[src/rtl/bnn_pkg.sv]
// bnn_pkg: shared BNN accelerator constants and the argmax scan state type.
package bnn_pkg;
  localparam int NUM_CLASSES = 10;
  localparam int SCORE_W = 16;
  localparam int CLS_W = 4;
  typedef enum logic [1:0] {IDLE, SCAN, DONE} argmax_state_t;
endpackage

[src/rtl/fc_argmax.sv]
// fc_argmax: latches the FC score vector and scans it sequentially for the
// highest signed score, reporting the winning class with a one-cycle done.
module fc_argmax
  import bnn_pkg::*;
#(
  parameter int NUM_CLASSES = bnn_pkg::NUM_CLASSES,
  parameter int SCORE_W = bnn_pkg::SCORE_W,
  parameter int CLS_W = bnn_pkg::CLS_W
) (
  input  logic                           clk,
  input  logic                           rstn,
  input  logic                           fc_ovalid,
  input  logic [NUM_CLASSES*SCORE_W-1:0] fc_scores,
  output logic                           in_ready,
  output logic                           done,
  output logic [CLS_W-1:0]               classes_b,
  output logic [SCORE_W-1:0]             max_score
);
  argmax_state_t state, state_d;
  logic signed [SCORE_W-1:0] bank [NUM_CLASSES];
  logic signed [SCORE_W-1:0] best_score, cur, nxt_score;
  logic [CLS_W-1:0] best_idx, ptr, nxt_idx;
  logic accept, last, gt;
  always_comb begin
    in_ready = state == IDLE;
    done = state == DONE;
    accept = in_ready && fc_ovalid;
    last = ptr == CLS_W'(NUM_CLASSES - 1);
    cur = bank[ptr];
    gt = cur > best_score;
    nxt_score = gt ? cur : best_score;
    nxt_idx = gt ? ptr : best_idx;
    state_d = (state == IDLE) ? (fc_ovalid ? SCAN : IDLE) :
              (state == SCAN) ? (last ? DONE : SCAN) : IDLE;
  end
  always_ff @(posedge clk or negedge rstn) begin
    if (!rstn) begin
      state <= IDLE;
      ptr <= '0;
      best_score <= '0;
      best_idx <= '0;
      classes_b <= '0;
      max_score <= '0;
      for (int k = 0; k < NUM_CLASSES; k++) bank[k] <= '0;
    end else begin
      state <= state_d;
      if (accept) begin
        for (int k = 0; k < NUM_CLASSES; k++) bank[k] <= fc_scores[k*SCORE_W +: SCORE_W];
        best_score <= fc_scores[SCORE_W-1:0];
        best_idx <= '0;
        ptr <= CLS_W'(1);
      end else if (state == SCAN) begin
        best_score <= nxt_score;
        best_idx <= nxt_idx;
        // the final compare folds straight into the outputs on the edge entering DONE
        if (last) begin
          classes_b <= nxt_idx;
          max_score <= nxt_score;
        end else ptr <= ptr + CLS_W'(1);
      end
    end
  end
endmodule
[config.mk]
export PLATFORM = sky130hd
export DESIGN_NAME = fc_argmax
export DESIGN_NICKNAME = d
export VERILOG_FILES = /design/src/rtl/bnn_pkg.sv /design/src/rtl/fc_argmax.sv
export SDC_FILE = /design/constraint.sdc
export NUM_CORES = 1
export LEC_CHECK = 0
export ABC_AREA = 1
export BUFFER_PORTS_ARGS = -buffer_cell sky130_fd_sc_hd__buf_2
export CAP_MARGIN = 0
export CORE_ASPECT_RATIO = 0.9
export CORE_MARGIN = 3
export CORE_UTILIZATION = 51
export DETAILED_ROUTE_END_ITERATION = 12
export PLACE_DENSITY = 0.79
export SETUP_SLACK_MARGIN = 0.5
export SLEW_MARGIN = 40
export SYNTH_ARGS = -nofsm -noshare
export SYNTH_HDL_FRONTEND = slang
export SYNTH_SLANG_ARGS = --single-unit
[constraint.sdc]
create_clock -name clk -period 2.55 [get_ports clk]
set_clock_uncertainty 0.15 [all_clocks]
set_input_delay 0.1275 -clock clk [delete_from_list [all_inputs] [get_ports clk]]
set_output_delay 0.1275 -clock clk [all_outputs]
set_load 0.03 [all_outputs]
==> results.json <==
{
  "start_util_pct": 52.4,
  "power.density_mw_per_mm2": 1490,
  "ys_seq_area_share_pct": 48.6,
  "hold_violations": 3,
  "post-route-min-period_ps": 3050,
  "switching_share_pct": 46.5,
  "viasPerCell": 5.49,
  "core.rowCount": 49,
  "rsz0062_at_grt": "true",
  "seq_power_share_pct": 25.3,
  "setup_ws_ps": -504,
  "status": "finished, violations left",
  "grt_max_degree": 65,
  "place_ws_ps": -442,
  "dr_total_vias": 11400,
  "fin_crit_sh_pct": 120,
  "synth_edf_count": 0,
  "antenna_found_initial": 0,
  "gp_congestion": 1.00,
  "syn2layout_area_growth_pct": 39.8,
  "synthTopCellsByArea": "dfrtp_1, nand2_1, inv_1",
  "clkLatencyLatePin_ps": 510,
  "use_met2_pct": 54.5,
  "synth_area_per_cell_um2": 7.52,
  "p_int_uw": 11900,
  "p_switching_uw": 10300,
  "final_layout_size_suffix_gt1_share_pct": 22.2,
  "cp.required_ps": 2780,
  "max-vdd-ir-drop_mv": 1.08,
  "cts_tree": "done",
  "grtUsageTotal_pct": 33.8,
  "slowest_delay_ps": 470,
  "worstMarginPinSlew_ps": 520,
  "slew_violations": 0,
  "cts_buffers": 21,
  "p_leak_uw": 0.00797,
  "ys_types": 29,
  "io_buffers": 184,
  "dieHeight_um": 143,
  "grt_pass1_vias": 11400,
  "ios": 185,
  "p_comb_share_pct": 61.1,
  "fin_cells": 2069,
  "yosys_warnings": 0,
  "clockBufferDepth": 3,
  "netlist_instances": 1411,
  "synth_ff_type": "dfrtp_1",
  "syn-num-nets": 1592,
  "dpl.cell_count": 1866,
  "arrival_ps": 3290,
  "slew_headroom_pct": 65.3,
  "dieArea_mm2": 0.0226,
  "yosysTopAreaCellShare_pct": 48.6,
  "max_freq_mhz": 327,
  "finalWirelength_um": 37900,
  "first_pass_iters": 6,
  "dp_hpwl_um": 23200,
  "worst_path_max_delay_cell": "dfrtp_2",
  "route.detailed.drc": 0,
  "top_usage_layer": "met2",
  "crit_top_cell": "nand3_1",
  "timing.hold.ws_ps": -13.0,
  "crit_path_end_kind": "register",
  "drt_first_iter_violations": 1502,
  "use_met1_pct": 43.8,
  "synth.cell_area_mm2": 0.0106,
  "cts_root_buf": "clkbuf_16",
  "crit_chain": "inv_4, buf_4, nand2_1, nand3_1, nand3_1, nand3_1, nand2_2, ha_4, a21oi_1, o21ai_1, a21oi_2, buf_4, nand3_4, nand3_4, buf_4, nand2_2, nand3_1, nand2_1",
  "wl_per_cell_um": 18.3,
  "cap_violations": 0,
  "p_clk_share_pct": 13.7,
  "synth.ff_latch_count": 206,
  "clkTransAtPathRegs_ps": 60,
  "hp-class": "in -> async",
  "fin_nets": 1980,
  "overflow": 0,
  "yosysTopAreaCell": "dfrtp_1",
  "htree_levels": 1,
  "clock_sinks": 206,
  "startpoint_type": "register",
  "violations": "negative hold slack, negative setup slack",
  "grt_pass1_wl_um": 59900,
  "met3_usage_pct": 8.21,
  "postRouteAntennaNets": 0,
  "crit_type": "reg -> reg",
  "synthArstFlopShare_pct": 100,
  "setup_viol": 40,
  "coreArea_mm2": 0.0202,
  "dieWidth_um": 158,
  "crit_fanout": 11
}
## layer usage
metal / wire, um / vias up
li1: - / 5152
met1: 14500 / 5309
met2: 17400 / 729
met3: 4000 / 169
met4: 1950 / 0
met5: 0 / -
## flip-flops by register name, indices dropped and copies added, names as in the netlist
signal and cells:
state 2, ptr 4, best_idx 4, bank 160, best_score 16, classes_b 4
max_score 16
## path summary, 6_finish.rpt
path                                startpoint            to  slack (ps)  cells after the start
worst max-delay path                    ptr[0]  max_score[2]        -500                     18
worst min-delay path                      rstn      bank[51]         -10                      2
worst max register to register          ptr[0]  max_score[2]        -500                     18
worst min register to register    max_score[7]  max_score[7]         320                      2
max in group asynchronous                 rstn      bank[30]        1480                      3
min in group clk                fc_scores[147]       bank[3]         200                      4
## cell usage after synthesis (2+ instances only)
cell,count
a21oi_1,11
a21oi_2,11
buf_1,2
buf_2,42
buf_4,2
buf_6,4
clkbuf_1,27
dfrtp_1,206
ha_1,18
inv_1,176
inv_2,18
nand2_1,562
nand2_2,8
nand2_4,10
nand3_1,122
nand3_2,12
nand4_1,17
nor2_1,8
nor3_4,2
o21ai_0,131
o21ai_1,14
## metrics by stage
step	setup TNS, ps	util, %	cell area [um^2]	power, uW
floorplan	-5410	-	10700	13800
global placement	-13690	61.3	12400	17500
detailed placement	-15520	61.3	12400	17900
CTS	-15820	73.1	14800	21400
global route	-25190	73.3	14800	23700
finish	-18240	73.3	14800	22100
## cells in the final DEF, fill, tap and decap left out, drive strengths merged, types with 2 or more instances in the layout
master,Yosys,layout
nand4,17,17
a21oi,22,22
clkbuf,27,31
nor2,8,8
buf,51,278
dlygate4sd3,0,163
nand2,580,580
nor3,3,3
clkinv,1,5
o21ai,145,145
clkinvlp,0,2
inv,194,195
ha,18,18
dfrtp,206,206
nand3,135,135
## cells by family after synthesis
group / share of synthesized area [%]
fa+ha+maj: 2.12
xor+xnor: 0.0826
flops: 48.6
compound gates: 8.40
buf+inv: 10.6
simple gates: 30.2
## timing repair
item,4_1_cts,5_1_grt
setup buffers,0,1
gates resized for setup,14,9
cloned,1,0
pin swaps,4,0
setup endpoints to repair,40,42
endpoints found under the hold margin,383,0
hold buffers,163,0
## power by group through the flow
stage	logic, uW	registers, uW	clock network, uW
after floorplan	8200	5630	0
after global placement	12000	5510	0
after detailed placement	12300	5580	0
after CTS	12900	5540	3030
after global routing	14800	5730	3170
final	13500	5600	3030
## final cells by class
type / instances / area [um^2]
fillers: 1355 / 5400
flip-flops and latches: 206 / 5160
multi-input cells: 932 / 4450
repair buffers: 443 / 3500
inverters: 195 / 739
clock buffers: 30 / 629
well taps: 255 / 319
clock inverters: 7 / 43.8
diodes: 1 / 2.50
## critical path, delay by kind of cell, from the launching register on
family                     cells  cell delay, ps
and+or+nand+nor               10             980
buffers and inverters          4             670
DFF                            1             470
AOI/OAI and AO/OA              3             400
adders and majority gates      1             230
Note: power is estimated with default switching activity, not from simulation.
